File: config.mk
export PLATFORM = sky130hd
export DESIGN_NAME = amstrad_mem_arbiter
export DESIGN_NICKNAME = d
export VERILOG_FILES = /design/src/rtl/amstrad_mem_arbiter.sv
export SDC_FILE = /design/constraint.sdc
export NUM_CORES = 1
export LEC_CHECK = 0
export BUFFER_PORTS_ARGS = -buffer_cell sky130_fd_sc_hd__buf_2
export CAP_MARGIN = 20
export CORE_MARGIN = 3
export CORE_UTILIZATION = 41
export DETAILED_ROUTE_END_ITERATION = 7
export GPL_TIMING_DRIVEN = 0
export SYNTH_ARGS = -nofsm -noshare
export SYNTH_HDL_FRONTEND = slang
export SYNTH_SLANG_ARGS = --single-unit
File: constraint.sdc
create_clock -name clk -period 6.5 [get_ports clk]
set_input_delay 0 -clock clk [delete_from_list [all_inputs] [get_ports clk]]
set_output_delay 0 -clock clk [all_outputs]
set_load 0.05 [all_outputs]
File: src/rtl/amstrad_mem_arbiter.sv
// Fixed-priority arbiter that shares one SDRAM port between the video fetch, the
// Z80 memory cycle and the download loader. It runs one access at a time.
module amstrad_mem_arbiter #(
    parameter logic [22:0] VID_BASE = 23'h000000,
    parameter logic [7:0]  TIMEOUT  = 8'd255
) (
    input  logic        clk,
    input  logic        reset,
    input  logic        vid_req,
    input  logic [14:0] vid_addr,
    output logic [15:0] vid_data,
    output logic        vid_ack,
    input  logic        cpu_rd,
    input  logic        cpu_wr,
    input  logic [22:0] cpu_addr,
    input  logic [7:0]  cpu_din,
    output logic [7:0]  cpu_dout,
    output logic        cpu_ready,
    input  logic        dl_wr,
    input  logic [22:0] dl_addr,
    input  logic [7:0]  dl_data,
    output logic        dl_busy,
    output logic        dl_ovf,
    output logic        mem_req,
    output logic        mem_we,
    output logic [22:0] mem_addr,
    output logic [1:0]  mem_be,
    output logic [15:0] mem_wdata,
    input  logic [15:0] mem_rdata,
    input  logic        mem_ack,
    output logic        timeout
);

    typedef enum logic [1:0] {IDLE, VID, DL, CPU} state_t;

    state_t      state, next_state;
    logic        vid_pend, dl_pend, cpu_pend;
    logic        cpu_prev, cpu_we_q;
    logic [14:0] vid_addr_q;
    logic [22:0] dl_addr_q, cpu_addr_q;
    logic [7:0]  dl_data_q, cpu_din_q;
    logic [7:0]  wait_cnt;

    logic grant_vid, grant_dl, grant_cpu;
    logic done_ok, abort;
    logic vid_done, dl_done, cpu_done;
    logic cpu_edge;

    assign cpu_edge  = (cpu_rd | cpu_wr) & ~cpu_prev;
    assign cpu_ready = ~cpu_pend;
    assign dl_busy   = dl_pend;
    assign vid_done  = (state == VID) && (done_ok || abort);
    assign dl_done   = (state == DL)  && (done_ok || abort);
    assign cpu_done  = (state == CPU) && (done_ok || abort);

    always_comb begin
        next_state = state;
        grant_vid  = 1'b0;
        grant_dl   = 1'b0;
        grant_cpu  = 1'b0;
        done_ok    = 1'b0;
        abort      = 1'b0;
        case (state)
            IDLE: begin
                if (vid_pend) begin
                    next_state = VID;
                    grant_vid  = 1'b1;
                end else if (dl_pend) begin
                    next_state = DL;
                    grant_dl   = 1'b1;
                end else if (cpu_pend) begin
                    next_state = CPU;
                    grant_cpu  = 1'b1;
                end
            end
            default: begin
                if (mem_req && mem_ack) begin
                    done_ok    = 1'b1;
                    next_state = IDLE;
                end else if (mem_req && wait_cnt == TIMEOUT - 8'd1) begin
                    abort      = 1'b1;
                    next_state = IDLE;
                end
            end
        endcase
    end

    always_ff @(posedge clk or posedge reset) begin
        if (reset) state <= IDLE;
        else       state <= next_state;
    end

    // Pending flags: a new request in the same cycle as completion keeps the flag set.
    always_ff @(posedge clk or posedge reset) begin
        if (reset) begin
            vid_pend   <= 1'b0;
            dl_pend    <= 1'b0;
            cpu_pend   <= 1'b0;
            cpu_prev   <= 1'b0;
            cpu_we_q   <= 1'b0;
            dl_ovf     <= 1'b0;
            vid_addr_q <= '0;
            dl_addr_q  <= '0;
            dl_data_q  <= '0;
            cpu_addr_q <= '0;
            cpu_din_q  <= '0;
        end else begin
            cpu_prev <= cpu_rd | cpu_wr;
            if (vid_req) begin
                vid_pend   <= 1'b1;
                vid_addr_q <= vid_addr;
            end else if (vid_done) begin
                vid_pend <= 1'b0;
            end
            if (dl_wr && !dl_pend) begin
                dl_pend   <= 1'b1;
                dl_addr_q <= dl_addr;
                dl_data_q <= dl_data;
            end else if (dl_done) begin
                dl_pend <= 1'b0;
            end
            if (dl_wr && dl_pend) dl_ovf <= 1'b1;
            if (cpu_edge) begin
                cpu_pend   <= 1'b1;
                cpu_we_q   <= cpu_wr;
                cpu_addr_q <= cpu_addr;
                cpu_din_q  <= cpu_din;
            end else if (cpu_done) begin
                cpu_pend <= 1'b0;
            end
        end
    end

    // Memory port drive, result capture and the per-access timeout counter.
    always_ff @(posedge clk or posedge reset) begin
        if (reset) begin
            mem_req   <= 1'b0;
            mem_we    <= 1'b0;
            mem_addr  <= '0;
            mem_be    <= '0;
            mem_wdata <= '0;
            vid_data  <= '0;
            vid_ack   <= 1'b0;
            cpu_dout  <= '0;
            timeout   <= 1'b0;
            wait_cnt  <= '0;
        end else begin
            vid_ack <= vid_done && done_ok;
            timeout <= abort;
            if (grant_vid) begin
                mem_req   <= 1'b1;
                mem_we    <= 1'b0;
                mem_addr  <= VID_BASE + {7'd0, vid_addr_q, 1'b0};
                mem_be    <= 2'b11;
                mem_wdata <= '0;
                wait_cnt  <= '0;
            end else if (grant_dl) begin
                mem_req   <= 1'b1;
                mem_we    <= 1'b1;
                mem_addr  <= dl_addr_q;
                mem_be    <= dl_addr_q[0] ? 2'b10 : 2'b01;
                mem_wdata <= {dl_data_q, dl_data_q};
                wait_cnt  <= '0;
            end else if (grant_cpu) begin
                mem_req   <= 1'b1;
                mem_we    <= cpu_we_q;
                mem_addr  <= cpu_addr_q;
                mem_be    <= cpu_addr_q[0] ? 2'b10 : 2'b01;
                mem_wdata <= {cpu_din_q, cpu_din_q};
                wait_cnt  <= '0;
            end else if (done_ok || abort) begin
                mem_req <= 1'b0;
                mem_we  <= 1'b0;
            end else if (mem_req) begin
                wait_cnt <= wait_cnt + 8'd1;
            end
            if (vid_done && done_ok) vid_data <= mem_rdata;
            if (cpu_done && done_ok && !mem_we)
                cpu_dout <= mem_addr[0] ? mem_rdata[15:8] : mem_rdata[7:0];
        end
    end

endmodule
==> results of run 1 <==
layer usage:
layer	wire length (um)	GRT usage, %	up-vias
li1	-	-	2308
met1	7072	24.66	2434
met2	8100	32.25	140
met3	889	5.551	18
met4	262	6.582	0
met5	0	0	-
how the worst max path moves through the flow:
| stage | end | slack (ps) |
|---|---|---|
| global placement | cpu_addr_q[18] | 680 |
| floorplan | cpu_addr_q[0] | 2350 |
| finish | state[1] | 4570 |
| global route | state[1] | 4370 |
| detailed placement | state[1] | 4460 |
| CTS | state[1] | 4440 |
synth_stat cells, drive strengths merged (3+ instances only):
master,n
o31ai,4
dfrtp,154
a21oi,11
inv,7
o21ai,37
nor2,21
clkbuf,6
nand4,3
or4,3
buf,30
o21a,3
mux2,94
nand2,20
nor3,4
a22oi,16
mux2i,39
cell type report:
type | instances | share of cell area (%)
Buffer | 36 | 2.535
Clock buffer | 20 | 4.789
Clock inverter | 12 | 1.730
Inverter | 7 | 0.3353
Multi-Input combinational cell | 286 | 26.13
Sequential cell | 154 | 41.31
Tap cell | 211 | 2.830
Timing Repair Buffer | 271 | 20.34
cells by family (layout without fill, tap and decap cells):
group / after synthesis / count (layout) / share of synthesized area, %
flops: 154 / 154 / 58.80
mux: 133 / 133 / 22.11
compound gates: 82 / 82 / 8.954
simple gates: 66 / 66 / 5.346
buf+inv: 43 / 346 / 4.009
xor+xnor: 3 / 3 / 0.4010
fa+ha+maj: 2 / 2 / 0.3818
registers in the layout, summed over array words and instances, names as in the netlist, 15 cells and up:
| register | count |
|---|---|
| vid_addr_q | 15 |
| vid_data | 16 |
| cpu_addr_q | 23 |
| mem_addr | 23 |
| dl_addr_q | 23 |
stage by stage:
step	hold WS, ps	utilization, %	power (mW)
2_1_floorplan	121.1	-	2.916
3_3_place_gp	231.8	49.71	3.350
3_5_place_dp	64.92	50.10	3.391
4_1_cts	99.66	60.46	4.466
5_1_grt	122.0	60.46	4.670
6_report	111.8	60.46	4.430
power by group through the flow:
stage                     sequential (mW)  clock (mW)  combinational [mW]
final                                1.49        1.02                1.92
after global routing                 1.54        1.08                2.05
after CTS                            1.49        1.04                1.93
after detailed placement             1.51           0                1.89
after global placement               1.49           0                1.86
after floorplan                      2.10           0               0.817
==> results list, run 1 <==
- Static Leakage: roughly 4.2 nW
- Compared with the post-synthesis result, the final layout area differs by 42.33%.
- The initialized floorplan defines 45 standard-cell rows.
* Die width: 132.4 um
- In this run the critical register-to-register path is captured at state[1].
- Counting stages on the worst path, the most repeated cell is sky130_fd_sc_hd__o21ai_0.
- Final standard cell area without fillers: roughly 9300 sq um
* Clock Sinks: approximately 150
* Capturing element type of the critical path: register
* Distinct cells, synth: 47
- The largest single stage delay on the critical path is 540 ps.
* Detailed-route wire length per cell: 16.37 um
- Switching part of the total power: between 40 and 50%
- Setup Crit Path Kind: reg2reg
* Most common library cell in the layout ignoring fill and taps: sky130_fd_sc_hd__buf_2
* FF+latch count, synth: 154
- Total of cells resized after clock tree synthesis: 0
* CTS tree: built
- First-pass GRT wire length: between 20 and 30 mm
- Footprint of the multi-input gates: around 2400 sq um
- Clock tree synthesis inserted a total of 17 buffers.
* Final worst clock skew: 10.55 ps
- Worst Hold End: vid_addr_q[12]
- Setup slack closes at 4567 ps.
- Number of global-route vias before repair: between 5000 and 6000
- Yosys mapped a number of flops with a built-in enable equal to 0.
- After clock tree synthesis, the clock-pin slew on the worst setup and hold paths is approximately 60 ps.
* Critical Path Start: dl_busy
- Post-route minimum period: around 1900 ps
- Number of antenna violations at the first check in global routing: 0
- Buffers inserted to repair hold after CTS numbered 99.
* Count of antenna-violating nets left after detailed routing: 0
- In this run the biggest area consumer among cell types represents 58.80% of the synthesized area.
* Initial Util: 42.48%
- Sum of net half-perimeters after detailed placement: approximately 11 mm
- Pin count of the biggest net entering global routing: 56
- The flow ran to the end, and the final reports show no timing, DRC or antenna violations.
- Together, buffers and inverters on the worst path number 2.
- For flop-to-flop paths, the worst setup slack is about 4600 ps.
- The worst setup path is launched from a register.
- The placed instances occupy a cell area of between 7000 and 8000 sq um.
- During I/O placement, the number of pins put on the boundary was ~170.
- Of the cells placed in the final design, the portion with a size suffix greater than 1 is roughly 43%.
- Final worst-path cycle share: 29.74%
* Unrepaired setup endpoints after global routing: false
- Number of cells produced by synthesis: slightly below 500
- The cell area that synthesis handed to floorplanning was between 6000 and 7000 sq um.
* Reg area: between 3000 and 4000 sq um
- Top area cells in the synthesized netlist: sky130_fd_sc_hd__dfrtp_1 59%, sky130_fd_sc_hd__mux2_2 16%, sky130_fd_sc_hd__mux2i_1 6.0%, sky130_fd_sc_hd__o21ai_1 2.3%, sky130_fd_sc_hd__a22oi_1 1.8%
* Worst slack at placement: 4460 ps
- The max-slew violation count was 0.
- Measured against its own limit, the worst slew margin works out to ~54%.
- Summing the sequential cell areas from Yosys gives about three fifths of the chip area.
- Once the clock tree was built, the setup fixing pass inserted 0 buffers.
- Per report_power, the sequential group accounts for roughly a third of the total.
- Top library cells by usage in the layout, fill and taps aside: 181 x sky130_fd_sc_hd__buf_2, 154 x sky130_fd_sc_hd__dfrtp_1, 99 x sky130_fd_sc_hd__dlygate4sd3_1, 94 x sky130_fd_sc_hd__mux2_2, 39 x sky130_fd_sc_hd__mux2i_1
* Comb power frac: between 40% and 50%
- Before antenna repair, the detailed router went through 5 iterations.
* Total Neg Setup Slack: 0 ps
- Once placement completed, the tool counted placed cells totaling 866.
- The worst hold path belongs to the class in2reg.
- Filler cell count: around 1300
* Clock power frac: 23.0%
- The count of buffers added on input and output ports is 170.
* Final standard cell count with taps included and fillers excluded: 997
- For this run, design rule violations remaining after detail routing come to 0.
- In this run the standard cell core region covers 15430 sq um.
- Library cell with the largest summed area after synthesis: sky130_fd_sc_hd__dfrtp_1
- Combined global-route utilization of all metal layers: roughly 19%
- DIE HEIGHT: roughly 130 um
* Vias after detailed routing: 4900
- The worst-case IR drop observed on VDD is between 0.3 and 0.4 mV.
- In this run the power spent charging and discharging nets is ~1.9 mW.
- Drt initial violations: between 200 and 250
- Number of diodes: 0
- In the synthesized netlist the async set-or-reset flop fraction comes to 100.0%.
- The number of failing hold endpoints at the final stage is 0.
- Nets: 875
- Static timing analysis puts the maximum clock frequency at roughly 520 MHz.
- Using the TritonRoute via totals, the vias-per-cell ratio works out to 4.915.
- The number of cells on the worst reg-to-reg path is 4.
- The slowest stage of the critical path is the sky130_fd_sc_hd__o21ai_0 cell.
- Clock root cell: sky130_fd_sc_hd__clkbuf_16
* Die footprint: 17540 sq um
- In this run the most critical hold path is launched from vid_req.
* Synthesized net count: ~590
- Last weighted congestion value of the routability-driven placer: about 0.79
- For this block, the routed nets add up to roughly 16 mm of wire.
- Stages on worst setup path: 4
* Max-cap check violation count: 0
* Critical path, cell by cell: buf_4, o21ai_0, clkbuf_1, o21ai_0
- Count of endpoints failing setup in the final report: 0
- Arrival time of the worst setup path: between 2000 and 2500 ps
- The startpoint identified for the worst register-to-register timing path is dl_busy.
- Maximum fanout along the worst path: 10
- Broken down by cell family, the worst path's largest delay share belongs to compound AO/OA/AOI/OAI gates.
- At the pin with the least slew margin, the transition time is roughly 700 ps.
- H-Tree Level Count: 4
- Yosys warnings: 0
- Maximum clock path buffer count: 2
* Power per standard cell area: roughly 470 nW/um^2
* Worst-skew pair later-pin latency: roughly 420 ps
* Post-Synthesis Mean Instance Area: about 14 sq um
- Main flop type after synthesis: sky130_fd_sc_hd__dfrtp_1
- Counting instances, the worst hold path has a depth of 2.
* Total internal power: 2.550 mW
- Overflow left after global routing: 0
- For the worst setup path, the data required time is 6770 ps.
Note: power is estimated with default switching activity, not from simulation.
==> run 2: changes to the inputs <==
Clock period 6.5 ns to 1.8 ns, I/O delays scaled along.
==> results list, run 2 (synthesized netlist as in run 1, its figures left out) <==
- Clock latency on the worst-skew pair, taken at its later pin, is 420 ps.
* Relative slew slack: a little over half
- Vias per cell: 4.832
* Final worst clock skew: just over 8 ps
- CTS tree: built
- Final core utilization: about 61%
- Worst voltage drop across the vdd grid: between 0.8 and 0.9 mV
- In this run the clock root is driven by a sky130_fd_sc_hd__clkbuf_16.
- For this configuration, the core starts out at a cell density of 42.48%.
* Nets: between 800 and 900
* Capturing element type of the critical path: register
- The internal power of the cells totals about 9 mW.
* Maximum fanout along the worst path: 10
* Pin count of the biggest net entering global routing: 45
- Switching part of the total power: a little over two fifths
- Clock Sinks: about 150
- After detailed routing, the total wire length is ~16 mm.
- Clock slew seen by the registers of the worst setup and hold paths: 60 ps
- Critical path, cell by cell: buf_4, nor2b_1, buf_2, mux2_2
- Layout overhead on the synthesized area: 43.26%
* Most common library cell in the layout ignoring fill and taps: sky130_fd_sc_hd__buf_2
- Final worst-path cycle share: between 90% and 100%
- Hold/Removal Path Class: in2reg
- Power per standard cell area: around 1700 nW/um^2
- In this run the tool buffered the top-level ports with between 150 and 200 buffer cells.
* Transition time of the tightest slew-check pin: between 600 and 700 ps
- Combinational cells account for between 40% and 50% of the total power.
* Vias after detailed routing: slightly below 5000
- Number of antenna violations at the first check in global routing: 0
- The number of failing hold endpoints at the final stage is 0.
* Stage delay of the slowest cell on the critical path: approximately 400 ps
* Kind of cell with the highest combined delay on the critical path: buffers and inverters
- The flow ran to the end, and the final reports show no timing, DRC or antenna violations.
- Switching Power: 6.730 mW
* Number of diodes: 0
* Die footprint: around 18000 sq um
* Die width: ~130 um
* H-Tree Level Count: 4
- In this run the core area contains 45 standard-cell rows.
- The first detailed-routing pass took 6 iterations.
- DIE HEIGHT: around 130 um
- Detailed-route wire length per cell: roughly 16 um
- Sum of net half-perimeters after detailed placement: roughly 11 mm
* Top library cells by usage in the layout, fill and taps aside: 179 x sky130_fd_sc_hd__buf_2, 154 x sky130_fd_sc_hd__dfrtp_1, 99 x sky130_fd_sc_hd__dlygate4sd3_1, 94 x sky130_fd_sc_hd__mux2_2, 36 x sky130_fd_sc_hd__mux2i_1
- The largest registers in the layout are cpu_addr_q (23), dl_addr_q (23), mem_addr (23).
- The first global-routing pass estimated roughly 27 mm of wire.
* Last weighted congestion value of the routability-driven placer: a little under 0.8
- The max-slew violation count is 0.
- Counting both buffers and inverters, the worst setup path holds a total of 2.
- Combined global-route utilization of all metal layers: about a fifth
* Setup Crit Path Kind: reg2reg
- Setup violations remaining at the end of the flow were counted as 0.
- Clock power frac: 20.8%
- Once layout is complete, the cells apart from fillers number roughly 1000.
* Endpoint required time on the critical path: about 2100 ps
- Area of the core region: 15430 sq um
- The detail route stage leaves a number of antenna-violating nets equal to 0.
- The tool flagged a number of max-cap violations equal to 0.
- Post-route minimum period: ~1700 ps
* Number of global-route vias before repair: 5315
* Timing-limited maximum frequency: around 600 MHz
- about 170 I/O pins were placed.
- Drt initial violations: about 160
- For this run the aggregate overflow at the end of global routing stands at 0.
- Arrival time of the worst setup path: approximately 2000 ps
- In this run the static leakage power is 4.279 nW.
* DP Cell Count: about 870
- Total CTS buffers: 17
- No sink is reached through more buffers than the 2 on the longest clock path.
* Fraction of layout cells with a size suffix above 1: approximately 44%
- The worst setup path is launched from a register.
- The largest individual stage delay along the critical path comes from the cell sky130_fd_sc_hd__dfrtp_1.
- After detailed routing, the number of remaining DRC violations is 0.
- After routing, the total negative slack on setup checks comes to 0 ps.
- Registers are responsible for about a third of the overall power.
- Unrepaired setup endpoints after global routing: false
-- run 2: cell types whose count changed in the layout (fill, tap and decap cells not counted), sizes merged --
cell      change
clkinv        +2
buf           +7
clkbuf        +3
bufinv        -2
clkinvlp      +1
inv           -5
-- run 2: metal layers --
| metal | vias to the layer above | global-route usage (%) | part of all wire, % | routed length [um] |
|---|---|---|---|---|
| met3 | 17 | 5.513 | 5.1 | 833 |
| li1 | 2322 | - | - | - |
| met1 | 2386 | 23.57 | 42 | 6957 |
| met5 | - | 0 | 0 | 0 |
| met4 | 0 | 5.023 | 1.1 | 181 |
| met2 | 121 | 34.71 | 51 | 8405 |
-- run 2: path summary, 6_finish.rpt --
path	from	end	slack, ps	cells past startpoint
setup / recovery	dl_busy	dl_data_q[6]	90	4
hold / removal	vid_req	vid_addr_q[9]	130	2
setup reg to reg	dl_busy	dl_data_q[6]	90	4
hold reg to reg	dl_ovf	dl_ovf	450	1
max in group asynchronous	reset	cpu_din_q[2]	820	5
min in group asynchronous	reset	vid_addr_q[5]	150	3
-- run 2: final cells by class --
type / count / area [sq um]
Fill cell: 1300 / 6038
Sequential cell: 154 / 3854
Multi-Input combinational cell: 286 / 2457
Timing Repair Buffer: 280 / 1987
Clock buffer: 21 / 470.5
Tap cell: 211 / 264.0
Buffer: 36 / 254.0
Clock inverter: 8 / 72.57
Inverter: 7 / 30.03
-- run 2: what timing repair did --
item,in CTS,in global routing
hold buffers,99,0
resized for setup,5,8
endpoints found under the setup margin,30,28
pin swaps,1,4
endpoints found under the hold margin,191,0
setup buffers,2,5
-- run 2: power groups by stage --
stage | combinational [mW] | sequential (mW) | clock [mW]
final | 7.13 | 5.41 | 3.30
after global routing | 7.62 | 5.58 | 3.54
after CTS | 7.03 | 5.41 | 3.38
after detailed placement | 6.83 | 5.46 | 0
after global placement | 6.70 | 5.40 | 0
after floorplan | 2.95 | 7.58 | 0
-- run 2: metrics by stage --
step,instance area [sq um],power (mW),worst slack (ps),hold slack (ps)
2_1_floorplan,6558,10.53,-144.9,121.1
3_3_place_gp,7672,12.10,-1032,211.9
3_5_place_dp,7752,12.28,-287.2,18.18
4_1_cts,9306,15.82,32.25,101.2
5_1_grt,9389,16.74,0.02154,146.8
6_report,9389,15.84,91.58,126.7
==> run 3: changes to the inputs <==
Settings changed: ABC_AREA set to 1, SLEW_MARGIN set to 30.
==> results list, run 3 <==
* Final standard cell area without fillers: ~9500 sq um
- The HPWL after detailed placement is about 13 mm.
- Transition time of the tightest slew-check pin: 652.8 ps
* Maximum fanout along the worst path: 9
- Vias per cell: around 4.7
- Nets: 1100
- Power per standard cell area: between 1500 and 2000 nW/um^2
- Detailed-route wire length per cell: 15.29 um
* Capturing element type of the critical path: register
* Max-slew violations: 0
* EDFF count, synth: 0
* Clock root cell: sky130_fd_sc_hd__clkbuf_16
* Power Total: 15.24 mW
- Once placement completed, the tool counted placed cells totaling approximately 1100.
- Once the floorplan was initialized, standard cells occupied 42.90% of the core.
- Cell area after placement: 7920 sq um
- Number of antenna violations at the first check in global routing: 1
- Switching Power: 6.534 mW
- Overflow left after global routing: 0
- Hold Slack: roughly 6.3 ps
- CTS tree: built
* Total detailed-routing wirelength: around 19 mm
* Number of global-route vias before repair: ~6100
- Setup Crit Path Kind: reg2reg
* Final Hold Vio Count: 0
- Reg area: approximately 3900 sq um
* Syn Std Cell Area: between 6000 and 7000 sq um
* Fraction of layout cells with a size suffix above 1: 29.29%
* Number of detailed-route iterations in the first pass: 5
* Sequential share of power: around 34%
- The core region is approximately 16000 sq um.
- Post-route minimum period: between 1500 and 2000 ps
- between 150 and 200 I/O pins were placed.
- Ranked by total cell area, the synthesized netlist is headed by sky130_fd_sc_hd__dfrtp_1 58%, sky130_fd_sc_hd__nand2_1 9.1%, sky130_fd_sc_hd__mux2_2 7.6%, sky130_fd_sc_hd__nor2_1 4.6%, sky130_fd_sc_hd__o21ai_0 3.3%.
* Post-Synthesis Mean Instance Area: around 9.5 sq um
* Max-cap check violation count: 0
* Combined global-route utilization of all metal layers: a little over a fifth
- Final standard cell count with taps included and fillers excluded: between 1000 and 1500
- Count of endpoints failing setup in the final report: 0
- Net switching is a little over two fifths of the power.
- The area growth from synthesis to layout is 42.98%.
* Main flop type after synthesis: sky130_fd_sc_hd__dfrtp_1
* Top library cells by usage in the layout, fill and taps aside: 179 x sky130_fd_sc_hd__buf_2, 161 x sky130_fd_sc_hd__nand2_1, 154 x sky130_fd_sc_hd__dfrtp_1, 100 x sky130_fd_sc_hd__dlygate4sd3_1, 82 x sky130_fd_sc_hd__nor2_1
* Endpoint required time on the critical path: 2100 ps
* Leading post-synthesis cells by instance count: 161 x sky130_fd_sc_hd__nand2_1, 154 x sky130_fd_sc_hd__dfrtp_1, 82 x sky130_fd_sc_hd__nor2_1, 56 x sky130_fd_sc_hd__inv_1, 45 x sky130_fd_sc_hd__mux2_2
- The clock network is responsible for between 20% and 30% of the overall power.
- Total Neg Setup Slack: 0 ps
- Across all setup checks in the final design, the least slack found is about 150 ps.
* Result of the run: finished, final reports clean
- Ys async rst share: between 90% and 100%
- Count of antenna-violating nets left after detailed routing: 0
- Summed over all instances, the cell type with the most area after synthesis is sky130_fd_sc_hd__dfrtp_1.
- The first global-routing pass estimated roughly 30 mm of wire.
- After layout, the worst path uses around nine tenths of the clock period.
- Worst slack at placement: around 20 ps
- Drt initial violations: 243
- Counting every sink on the clock net gives roughly 150.
- During synthesis, Yosys emitted a total of 0 warnings.
- The largest registers in the layout are cpu_addr_q (23), dl_addr_q (23), mem_addr (23).
- Relative slew slack: a little under three fifths
* Worst-skew pair later-pin latency: around 420 ps
* Worst setup SP type: register
* Final core utilization: 61.34%
- Last weighted congestion value of the routability-driven placer: 0.8289
- Final worst clock skew: 10.78 ps
- Maximum clock path buffer count: 2
- Number of cells produced by synthesis: 699
* Static Leakage: around 4.8 nW
- The path class of the tightest hold or removal check is in2reg.
- Total CTS buffers: 17
* Comb power frac: a little over two fifths
* Vias after detailed routing: approximately 5800
* Clock slew seen by the registers of the worst setup and hold paths: roughly 60 ps
- Synthesized net count: about 800
* H-Tree Level Count: 4
- Die footprint: 17820 sq um
- Post-detailed-route DRC marker count: 0
- Total internal power: a little under 9 mW
- The floorplan has 45 rows.
* Timing-limited maximum frequency: between 600 and 700 MHz
* Worst voltage drop across the vdd grid: approximately 1.4 mV
* Share of the synthesized area in the top cell type: between 50 and 60%
- Footprint of the multi-input gates: roughly 2300 sq um
- The die is 133.5 um wide.
- Most instantiated library cell after synthesis: sky130_fd_sc_hd__nand2_1
- After filler insertion, the fill cell instance count of the layout stands at around 1300.
- Pin count of the biggest net entering global routing: 30
- In this run the tool buffered the top-level ports with 170 buffer cells.
* Part of the Yosys area used for sequential elements: approximately 58%
* FF+latch count, synth: between 150 and 200
* Arrival time of the worst setup path: 1950 ps
- Most common library cell in the layout ignoring fill and taps: sky130_fd_sc_hd__buf_2
* Distinct cells, synth: 32
- DIE HEIGHT: about 130 um
## run 3: what timing repair did
action                                  CTS  global route
pin swaps                                 1             2
endpoints found under the hold margin   200             0
endpoints found under the setup margin    6            25
gates resized for setup                   0             1
hold buffers                            100             0
gates cloned                              0             0
buffers inserted                          2             2
## run 3: worst paths after layout
| check | start | to | slack (ps) | cells after the start |
|---|---|---|---|---|
| setup / recovery | state[1] | wait_cnt[6] | 150 | 9 |
| hold / removal | vid_req | vid_addr_q[12] | 6 | 3 |
| setup reg to reg | state[1] | wait_cnt[6] | 150 | 9 |
| hold reg to reg | dl_ovf | dl_ovf | 460 | 1 |
| max in group asynchronous | reset | vid_data[11] | 940 | 6 |
| min in group asynchronous | reset | dl_addr_q[16] | 80 | 3 |
## run 3: metal layers
layer | vias up | track usage (%) | routed length (um)
met5 | - | 0 | 0
met1 | 2743 | 27.08 | 8165
met2 | 167 | 36.79 | 9081
met4 | 0 | 6.686 | 323
li1 | 2851 | - | -
met3 | 27 | 5.249 | 1067
## run 3: area by class of cell
class / instances / area share [%]
sequential: 154 / 40.43
multi-input combinational: 445 / 24.52
timing repair buffer: 280 / 21.16
clock buffer: 19 / 4.647
tap: 211 / 2.770
buffer: 39 / 2.678
inverter: 61 / 2.442
clock inverter: 9 / 1.326
antenna: 1 / 0.02625
## run 3: worst max-delay path, stage by stage (launching register included)
cell and delay (ps):
sky130_fd_sc_hd__dfrtp_1 450, sky130_fd_sc_hd__nor2_4 180, sky130_fd_sc_hd__buf_4 140, sky130_fd_sc_hd__nor2_1 50
sky130_fd_sc_hd__nand3_1 110, sky130_fd_sc_hd__nand2_1 140, sky130_fd_sc_hd__nor2_4 220, sky130_fd_sc_hd__inv_2 120
sky130_fd_sc_hd__nand2_1 70, sky130_fd_sc_hd__nand2_1 50
## run 3: kinds of logic after synthesis
family	count (synthesis)	share of synthesized area (%)
multiplexers	45	7.601
AO/OA/AOI/OAI	120	9.985
AND/OR/NAND/NOR	277	16.84
flip-flops	154	57.81
buffers and inverters	100	7.263
adder cells (fa/ha/maj)	2	0.3753
XOR/XNOR	1	0.1314
## run 3: power groups by stage
stage / logic [mW] / registers, mW / clock network [mW]
after floorplan: 2.67 / 7.16 / 0
after global placement: 6.18 / 5.25 / 0
after detailed placement: 6.28 / 5.28 / 0
after CTS: 6.48 / 5.22 / 3.57
after global routing: 7.05 / 5.39 / 3.71
final: 6.48 / 5.25 / 3.51
